[src/rtl/seg7_scan_decoder_pkg.sv]
// Shared types and segment constants for the 7-segment display reader.
// Patterns are active-high abcdefg with segment a in bit 6.
package seg7_scan_decoder_pkg;

  typedef enum logic [2:0] {
    S_IDLE   = 3'd0,
    S_STROBE = 3'd1,
    S_SAMPLE = 3'd2,
    S_GAP    = 3'd3,
    S_DONE   = 3'd4
  } state_t;

  localparam logic [6:0] SEG_0   = 7'b1111110;
  localparam logic [6:0] SEG_1   = 7'b0110000;
  localparam logic [6:0] SEG_2   = 7'b1101101;
  localparam logic [6:0] SEG_3   = 7'b1111001;
  localparam logic [6:0] SEG_4   = 7'b0110011;
  localparam logic [6:0] SEG_5   = 7'b1011011;
  localparam logic [6:0] SEG_6   = 7'b0011111;
  localparam logic [6:0] SEG_7   = 7'b1110000;
  localparam logic [6:0] SEG_8   = 7'b1111111;
  localparam logic [6:0] SEG_9   = 7'b1110011;
  localparam logic [6:0] SEG_A   = 7'b0001101;
  localparam logic [6:0] SEG_B   = 7'b0011001;
  localparam logic [6:0] SEG_C   = 7'b0100011;
  localparam logic [6:0] SEG_D   = 7'b1001011;
  localparam logic [6:0] SEG_E   = 7'b0001111;
  localparam logic [6:0] SEG_OFF = 7'b0000000;

  // Bus carries seg_n[0]=a .. seg_n[6]=g, active low.
  function automatic logic [6:0] seg_to_pat(
    input logic [6:0] seg_n
  );
    logic [6:0] p;
    for (int k = 0; k < 7; k++) begin
      p[6-k] = ~seg_n[k];
    end
    return p;
  endfunction

endpackage

[src/rtl/seg7_scan_decoder_decode.sv]
// Combinational segment-pattern to value decoder.
// Blank and unrecognised patterns both report value 4'hF.
module seg7_pattern_decode
  import seg7_scan_decoder_pkg::*;
(
  input  logic [6:0] pat,
  output logic [3:0] val,
  output logic       blank,
  output logic       err
);

  always_comb begin
    val   = 4'hF;
    blank = 1'b0;
    err   = 1'b0;
    unique case (pat)
      SEG_0:   val = 4'h0;
      SEG_1:   val = 4'h1;
      SEG_2:   val = 4'h2;
      SEG_3:   val = 4'h3;
      SEG_4:   val = 4'h4;
      SEG_5:   val = 4'h5;
      SEG_6:   val = 4'h6;
      SEG_7:   val = 4'h7;
      SEG_8:   val = 4'h8;
      SEG_9:   val = 4'h9;
      SEG_A:   val = 4'hA;
      SEG_B:   val = 4'hB;
      SEG_C:   val = 4'hC;
      SEG_D:   val = 4'hD;
      SEG_E:   val = 4'hE;
      SEG_OFF: blank = 1'b1;
      default: err = 1'b1;
    endcase
  end

endmodule

[src/rtl/seg7_scan_decoder.sv]
// Multiplexed display reader: strobes each digit, debounces
// the segment bus and decodes it back to a value.
module seg7_scan_decoder
  import seg7_scan_decoder_pkg::*;
#(
  parameter int DIGITS = 4,
  parameter int SETTLE = 3,
  parameter int STABLE = 2,
  parameter int MAXTRY = 8
) (
  input  logic                  clk,
  input  logic                  rst,
  input  logic                  start,
  input  logic [6:0]            seg_n,
  output logic [DIGITS-1:0]     dig_n,
  output logic                  busy,
  output logic                  done,
  output logic [4*DIGITS-1:0]   bcd,
  output logic [DIGITS-1:0]     blank,
  output logic [DIGITS-1:0]     err
);

  localparam int IW = (DIGITS > 1) ? $clog2(DIGITS) : 1;
  localparam logic [IW-1:0] LAST = IW'(DIGITS - 1);
  localparam logic [7:0] SET_END = 8'(SETTLE - 1);
  localparam logic [7:0] STB     = 8'(STABLE);
  localparam logic [7:0] MXT     = 8'(MAXTRY);

  state_t st, st_d;
  logic [IW-1:0] idx, idx_d;
  logic [7:0] cnt, cnt_d;
  logic [7:0] tries, tries_d;
  logic [7:0] mcnt, mcnt_d;
  logic [7:0] m_new;
  logic [6:0] refp, refp_d;

  logic [4*DIGITS-1:0] sh_bcd, sh_bcd_d, bcd_d;
  logic [DIGITS-1:0] sh_blank, sh_blank_d, blank_d;
  logic [DIGITS-1:0] sh_err, sh_err_d, err_d;

  logic [6:0] pat;
  logic [3:0] dval;
  logic       dblank;
  logic       derr;

  logic       commit;
  logic [3:0] c_val;
  logic       c_blank;
  logic       c_err;

  assign pat = seg_to_pat(seg_n);

  seg7_pattern_decode u_dec (
    .pat   (pat),
    .val   (dval),
    .blank (dblank),
    .err   (derr)
  );

  always_ff @(posedge clk) begin
    if (rst) begin
      st       <= S_IDLE;
      idx      <= '0;
      cnt      <= '0;
      tries    <= '0;
      mcnt     <= '0;
      refp     <= '0;
      sh_bcd   <= '1;
      sh_blank <= '0;
      sh_err   <= '0;
      bcd      <= '1;
      blank    <= '0;
      err      <= '0;
    end else begin
      st       <= st_d;
      idx      <= idx_d;
      cnt      <= cnt_d;
      tries    <= tries_d;
      mcnt     <= mcnt_d;
      refp     <= refp_d;
      sh_bcd   <= sh_bcd_d;
      sh_blank <= sh_blank_d;
      sh_err   <= sh_err_d;
      bcd      <= bcd_d;
      blank    <= blank_d;
      err      <= err_d;
    end
  end

  always_comb begin
    st_d       = st;
    idx_d      = idx;
    cnt_d      = cnt;
    tries_d    = tries;
    mcnt_d     = mcnt;
    refp_d     = refp;
    m_new      = 8'd1;
    sh_bcd_d   = sh_bcd;
    sh_blank_d = sh_blank;
    sh_err_d   = sh_err;
    bcd_d      = bcd;
    blank_d    = blank;
    err_d      = err;
    commit     = 1'b0;
    c_val      = 4'hF;
    c_blank    = 1'b0;
    c_err      = 1'b0;
    unique case (st)
      S_IDLE: begin
        if (start) begin
          st_d  = S_STROBE;
          idx_d = '0;
          cnt_d = '0;
        end
      end
      S_STROBE: begin
        if (cnt == SET_END) begin
          st_d    = S_SAMPLE;
          cnt_d   = '0;
          tries_d = '0;
          mcnt_d  = '0;
        end else begin
          cnt_d = cnt + 8'd1;
        end
      end
      S_SAMPLE: begin
        tries_d = tries + 8'd1;
        // An unknown compare falls to the reload branch.
        if (tries != 8'd0 && pat == refp) begin
          m_new = mcnt + 8'd1;
        end else begin
          m_new = 8'd1;
        end
        refp_d = pat;
        mcnt_d = m_new;
        if (m_new == STB) begin
          commit  = 1'b1;
          c_val   = dval;
          c_blank = dblank;
          c_err   = derr;
        end else if (tries_d == MXT) begin
          commit = 1'b1;
          c_err  = 1'b1;
        end
      end
      S_GAP: begin
        st_d  = S_STROBE;
        idx_d = idx + IW'(1);
        cnt_d = '0;
      end
      S_DONE: st_d = S_IDLE;
      default: st_d = S_IDLE;
    endcase
    if (commit) begin
      sh_bcd_d[4*idx +: 4] = c_val;
      sh_blank_d[idx]      = c_blank;
      sh_err_d[idx]        = c_err;
      tries_d              = '0;
      mcnt_d               = '0;
      if (idx == LAST) begin
        // Publish all digits together as done rises.
        st_d    = S_DONE;
        bcd_d   = sh_bcd_d;
        blank_d = sh_blank_d;
        err_d   = sh_err_d;
      end else begin
        st_d = S_GAP;
      end
    end
  end

  always_comb begin
    dig_n = '1;
    busy  = 1'b0;
    done  = 1'b0;
    unique case (st)
      S_STROBE, S_SAMPLE: begin
        dig_n[idx] = 1'b0;
        busy       = 1'b1;
      end
      S_GAP:   busy = 1'b1;
      S_DONE:  done = 1'b1;
      default: ;
    endcase
  end

endmodule

[config.mk]
export PLATFORM = sky130hd
export DESIGN_NAME = seg7_scan_decoder
export DESIGN_NICKNAME = d
export VERILOG_FILES = /design/src/rtl/seg7_scan_decoder_pkg.sv /design/src/rtl/seg7_scan_decoder_decode.sv /design/src/rtl/seg7_scan_decoder.sv
export SDC_FILE = /design/constraint.sdc
export NUM_CORES = 1
export LEC_CHECK = 0
export BUFFER_PORTS_ARGS = -buffer_cell sky130_fd_sc_hd__clkbuf_2
export CORE_MARGIN = 5
export CORE_UTILIZATION = 54
export CTS_CLUSTER_DIAMETER = 150
export DETAILED_ROUTE_END_ITERATION = 7
export PLACE_DENSITY = 0.81
export SLEW_MARGIN = 10
export SYNTH_ARGS = -nofsm -noshare
export SYNTH_HDL_FRONTEND = slang
export SYNTH_SLANG_ARGS = --single-unit
[constraint.sdc]
create_clock -name clk -period 2.5 [get_ports clk]
set_clock_uncertainty 0.15 [all_clocks]
set_input_delay 0.5 -clock clk [delete_from_list [all_inputs] [get_ports clk]]
set_output_delay 0.5 -clock clk [all_outputs]
set_load 0.005 [all_outputs]
# After elaboration in Yosys (flattened, before gate mapping)
# Cells that the tools add are included.
dict set report op_classes {
  addsub 5
  order_cmp 2
  n_eq_ne 29
  shift 2
  muxes 35
  bitwise_logic 8
  reduce_logical 17
}
# op n
set op_table {}
lappend op_table {{4-bit one-hot mux with 15 select lines} 1}
lappend op_table {{7-bit == test (second input constant)} 8}
lappend op_table {{8-bit 2-to-1 mux} 5}
lappend op_table {{4-bit negator with 34-bit output} 1}
lappend op_table {{4-bit by 34-bit variable shift with 16-bit output (first input constant)} 1}
lappend op_table {{4-bit by 34-bit variable part select with 16-bit output} 1}
lappend op_table {{8-bit one-hot mux with 2 select lines} 2}
lappend op_table {{8-bit by 1-bit adder with 8-bit output (second input constant)} 3}
lappend op_table {{8-bit one-hot mux with 3 select lines} 1}
lappend op_table {{7-bit by 6-bit == test with 1-bit output (second input constant)} 3}
lappend op_table {{16-bit bitwise mux} 1}
lappend op_table {{8-bit by 2-bit == test with 1-bit output (second input constant)} 2}
lappend op_table {{16-bit OR reduction} 1}
lappend op_table {{7-bit by 4-bit == test with 1-bit output (second input constant)} 2}
lappend op_table {{7-bit by 5-bit == test with 1-bit output (second input constant)} 2}
lappend op_table {{1-bit 2-to-1 mux} 12}
lappend op_table {{3-bit 2-to-1 mux} 4}
lappend op_table {{4-bit 2-to-1 mux} 3}
lappend op_table {{3-bit one-hot mux with 4 select lines} 1}
lappend op_table {{4-bit bitwise mux} 2}
lappend op_table {{8-bit by 4-bit == test with 1-bit output (second input constant)} 1}
lappend op_table {{2-bit AND reduction} 4}
lappend op_table {{8-bit nonzero test} 1}
lappend op_table {{7-bit == test} 1}
lappend op_table {{other kinds (22)} 35}
dict set report word_totals {
  regBits 84
}

# Logic depth before layout (Yosys ltp)
dict set report depth {
  depth_word 10
  depth_mapped 10
  depth_no_buf 8
}

# Cells and area by module
# A second synthesis with hierarchy kept.
dict set report unflattened {
  cells_unflattened 544
  area_unflattened_um2 4370.4
}
# module n_inst cells_per_inst area_per_inst_um2 seq_area_each_um2
set modules_own_cells {}
lappend modules_own_cells {seg7_scan_decoder 1 491 4001.3 1561.5}
lappend modules_own_cells {seg7_pattern_decode 1 53 369.1 0.0}

# Worst setup path after synthesis
# Ideal clock, no wire load.
dict set report synth_timing {
  path_kind {reg-to-reg}
  from {reg tries[0]}
  to {reg sh_bcd[11]}
  t_arrival_ns 2.156
  t_required_ns 2.228
  slack_ns 0.072
  stages_incl_launch_ff 10
  period_less_slack_ns 2.428
  path_cell_list {dfxtp_1 > inv_1 > ha_1 > nor4b_1 > a2111oi_2 > and3_1 > buf_6 > nand3_4 > o31a_1 > a221o_1}
}
dict set report synth_between {
  elab_chain_len 9
}
# element line_no
set synth_rtl {}
lappend synth_rtl {{from (decl)} seg7_scan_decoder.sv:32} ;# logic [7:0] tries, tries_d;
lappend synth_rtl {{from (signal assigned)} seg7_scan_decoder.sv:78} ;# tries <= tries_d;
lappend synth_rtl {{8-bit nonzero test} seg7_scan_decoder.sv:129} ;# if (tries != 8'd0 && pat == refp) begin
lappend synth_rtl {{1-bit logical AND} seg7_scan_decoder.sv:129}
lappend synth_rtl {{8-bit 2-to-1 mux} seg7_scan_decoder.sv:129}
lappend synth_rtl {{8-bit 2-to-1 mux} seg7_scan_decoder.sv:108} ;# unique case (st)
lappend synth_rtl {{8-bit by 2-bit == test with 1-bit output} seg7_scan_decoder.sv:136} ;# if (m_new == STB) begin
lappend synth_rtl {{4-bit 2-to-1 mux} seg7_scan_decoder.sv:136}
lappend synth_rtl {{4-bit 2-to-1 mux} seg7_scan_decoder.sv:108}
lappend synth_rtl {{4-bit by 34-bit variable part select with 16-bit output} seg7_scan_decoder.sv:155} ;# sh_bcd_d[4*idx +: 4] = c_val;
lappend synth_rtl {{16-bit bitwise mux} seg7_scan_decoder.sv:155}
lappend synth_rtl {{to (signal assigned)} seg7_scan_decoder.sv:68} ;# sh_bcd <= '1;
lappend synth_rtl {{to (signal assigned)} seg7_scan_decoder.sv:81} ;# sh_bcd <= sh_bcd_d;
lappend synth_rtl {{to (decl)} seg7_scan_decoder.sv:37} ;# logic [4*DIGITS-1:0] sh_bcd, sh_bcd_d, bcd_d;
# Parallel ways exist; a longest one is shown, timed or not. The select of a mux whose other input is x is not followed.
# A chain may end at the register's enable or synchronous reset.

# Worst setup path after layout
dict set report layout_timing {
  from {reg tries[0]}
  to {reg sh_bcd[5]}
}
# The elaborated chain is that of the path after synthesis.

==> results.md <==
| Step | Metric | This run |
|:---|:---|:---|
| worst setup path | Worst endpoint required time | 2570 ps |
| place | DPL Wire Length | 8000 um |
| cells and area | Nets | 603 |
| clock tree | Worst-case clock buffer depth | 2 |
| worst setup path | Critical path data arrival time | 2550 ps |
| clock tree | Inserted Clock Buffers | 9 |
| cells and area | Storage cell area | 1570 um2 |
| yosys | Portion of synthesized cell area occupied by the leading cell type | 36.0% |
| floorplanning | Num rows | 32 |
| floorplanning | Core Box Area | 7770 um2 |
| detailed routing | Number of DRC violations after detailed-routing iteration 0 | 301 |
| worst setup path | Category of the critical setup timing path | reg2reg |
| yosys | Distinct cell type count of the synthesized netlist | 77 |
| min path | Worst hold endpoint | refp[4] |
| detailed routing | Routed vias/inst | 6.16 |
| yosys | Number of instances in the synthesized netlist | 504 |
| yosys | Avg Cell Area, Syn | 8.60 um2 |
| worst setup path | Endpoint type of the worst setup path | flop |
| cells and area | Number of inserted filler cells in the final layout | 622 |
| worst setup path | Worst reg2reg endpoint | sh_bcd[5] |
| worst setup path | R2R depth | 10 |
| yosys | Share of synthesized flip-flops with an asynchronous set or reset | 0% |
| detailed routing | Number of vias in the routed layout | 4,257 |
| power and ir drop | Power per Cell Area | 443 nW/um2 |
| cells and area | Fraction of layout instances using a drive strength above 1 | 29.7% |
| grt | Maximum number of pins on one net before global-route repair | 28 |
| clock tree | Worst skew pair latency | 370 ps |
| cells and area | Relative area change from synthesis to final layout | 24.0% |
| cells and area | Core Util, Final | 69.2% |
| yosys | Post-synthesis sequential area ratio | 36.0% |
| run status | Result of the run | finished, final reports clean |
| detailed routing | Total wire length | 11,500 um |
| min path | Critical hold path startpoint | seg_n[2] |
| worst setup path | Crit start category | flop |
| cells and area | Count of antenna diodes in the layout | 0 |
| yosys | Count of warnings emitted by yosys | 0 |
| grt | Wire length of the first global-routing pass | 18,600 um |
| timing | Share of the clock period used by the worst path | 99.3% |
| detailed routing | DRC viols | 0 |
| worst setup path | Register-to-register setup slack | 20 ps |
| detailed routing | WL per Instance | 16.6 um |
| clock tree | Clock input transition at the sequential cells of the worst setup and hold paths | 90 ps |
| yosys | EDFF count, synth | 0 |
| flow run | Max Cap Violations | 0 |
| yosys | Leading cell types by count after synthesis | dfxtp_1 (78), nor2_1 (41), a21oi_1 (33), nand2_1 (29), o21ai_0 (27) |
| place | Final weighted congestion in routability-driven placement | 0.884 |
| yosys | Top cell type by total area after synthesis | dfxtp_1 |
| clock tree | Clock tree from TritonCTS | yes |
| place | Cell area reported after detailed placement | 5010 um2 |
| floorplanning | Vert. Die Dim | 99.6 um |
| yosys | Most used flip-flop cell after synthesis | dfxtp_1 |
| power and ir drop | Highest ir drop seen on vdd | 0.000347 V |
| timing | Final Hold Violating Endpoints | 0 |
| timing | Slew headroom | 62.3% |
| place | Port buffer count | 39 |
| detailed routing | ANT nets after route | 0 |
| floorplanning | Effective utilization at floorplan | 55.8% |
| floorplanning | Die Span X | 99.6 um |
| min path | Number of cells on the worst hold path | 2 |
| grt | Initial antenna violation count | 0 |
| yosys | Net Count, Synth | 523 |
| timing | Final-report max-slew violation count | 0 |
| grt | Overflow after GRT | 0 |
| grt | Overall track demand over capacity in global routing | 22.8% |
| timing | Unrepaired setup endpoints after global routing | true |
| clock tree | Quantity of hold-fixing buffers added after cts | 0 |
| clock tree | H-tree Lvls | 3 |
| detailed routing | Length of the first detailed-routing pass in iterations | 5 |
| worst setup path | Reg2Reg Launch Point | tries[0] |
| power and ir drop | Cell leakage power | 2.00 nW |
| cells and area | Multi-input logic area | 2680 um2 |
| min path | Worst min path class | in2reg |
| floorplanning | Floorplan die area | 9920 um2 |
| clock tree | Clock tree sinks | 78 |
| grt | Number of global-route vias before repair | 3,882 |
| timing | # setup viols final | 0 |
| cells and area | Design Area, Final | 5370 um2 |
| timing | Time the final worst path needs with I/O delays and setup | 2480 ps |
| yosys | Most used standard cell by instance count after synthesis | dfxtp_1 |
| clock tree | Root Driver | clkbuf_8 |
| yosys | Synthesis-stage register bit count | 78 |
| timing | Worst-Margin Slew | 561 ps |
| timing | Timing-limited maximum frequency | 0.403 GHz |
| worst setup path | CP Max Fanout | 8 |
| floorplanning | IO Pins | 40 |
| yosys | Largest cells by area after synthesis | dfxtp_1 (36%), a21oi_1 (3.8%), nor2_1 (3.6%), o21ai_0 (3.1%), nor3_1 (2.7%) |
| yosys | Netlist area before placement | 4330 um2 |
## cells by family (layout without fill, tap and decap cells)
logic type,Yosys count,after routing,share of synthesized area (%)
compound gates,160,160,26.4
xor+xnor,17,17,3.44
fa+ha+maj,9,9,2.60
buf+inv,50,135,5.95
flops,78,78,36.0
mux,7,7,1.62
simple gates,183,183,24.0
## layout by cell type, fill, tap and decap left out, drive strengths merged, types with 9 or more instances in the layout
cell / n
inv: 18
a211oi: 11
dfxtp: 78
buf: 63
o21ai: 34
o31ai: 12
clkbuf: 48
nor2: 41
nor3: 24
a21oi: 38
nand3: 15
ha: 9
and3: 9
a31oi: 16
nand2: 29
xnor2: 11
## critical path, stage by stage, from the launching register on
cell and delay [ps]:
dfxtp_2 340, inv_2 40, ha_2 170, nor4b_4 130, a2111oi_2 400, and3_1 230, buf_6 140, a31oi_4 170
buf_12 210, o31ai_2 210, o211ai_1 130
## worst max-delay path by stage
| stage | from | endpoint | cells past startpoint |
|---|---|---|---|
| floorplan | tries[0] | sh_bcd[11] | 9 |
| global placement | seg_n[0] | bcd[1] | 9 |
| detailed placement | seg_n[5] | sh_bcd[0] | 9 |
| CTS | mcnt[0] | sh_bcd[7] | 8 |
| global route | tries[0] | sh_bcd[1] | 10 |
| finish | tries[0] | sh_bcd[5] | 10 |
## flip-flops by register name, indices dropped and copies added (netlist names)
name / cells
err: 4
idx: 2
st: 3
refp: 7
cnt: 8
sh_err: 3
blank: 4
bcd: 16
tries: 8
sh_bcd: 12
mcnt: 8
sh_blank: 3
## per-stage QoR
stage	setup TNS (ps)	setup slack [ps]	power (W)	hold slack, ps	cells
after floorplan	0	71.7	0.00143	280	504
after global placement	-1060	-79.1	0.00150	288	674
after detailed placement	-4700	-156	0.00151	302	674
after CTS	-3.65	-3.65	0.00239	249	690
after global routing	-190	-52.8	0.00247	255	691
final	0	18.5	0.00238	255	691
## what timing repair did
action                     4_1_cts  5_1_grt
buffers inserted                 0        1
resized for setup                5       41
setup endpoints to repair       55       58
pin swaps                        1        7
## cell type report
type / count / share of cell area (%)
clock buffer: 9 / 2.31
clock inverter: 7 / 1.05
inverter: 17 / 1.19
multi-input combinational: 376 / 49.9
sequential: 78 / 29.3
tap: 102 / 2.38
timing repair buffer: 102 / 13.9
## per-layer routing
| metal | global-route usage, % | vias up | routed length [um] |
|---|---|---|---|
| met4 | 6.93 | 0 | 171 |
| met3 | 4.07 | 19 | 807 |
| li1 | - | 2056 | - |
| met1 | 30.4 | 2028 | 4940 |
| met5 | 0 | - | 0 |
| met2 | 37.5 | 154 | 5570 |
## where the power goes
group	switching, W	leakage (nW)	internal [W]
logic	0.000136	1.28	0.0000932
clock network	0.000520	0.0906	0.000372
registers	0.00000997	0.633	0.00125
No activity file was read; power rests on OpenSTA's default activity.
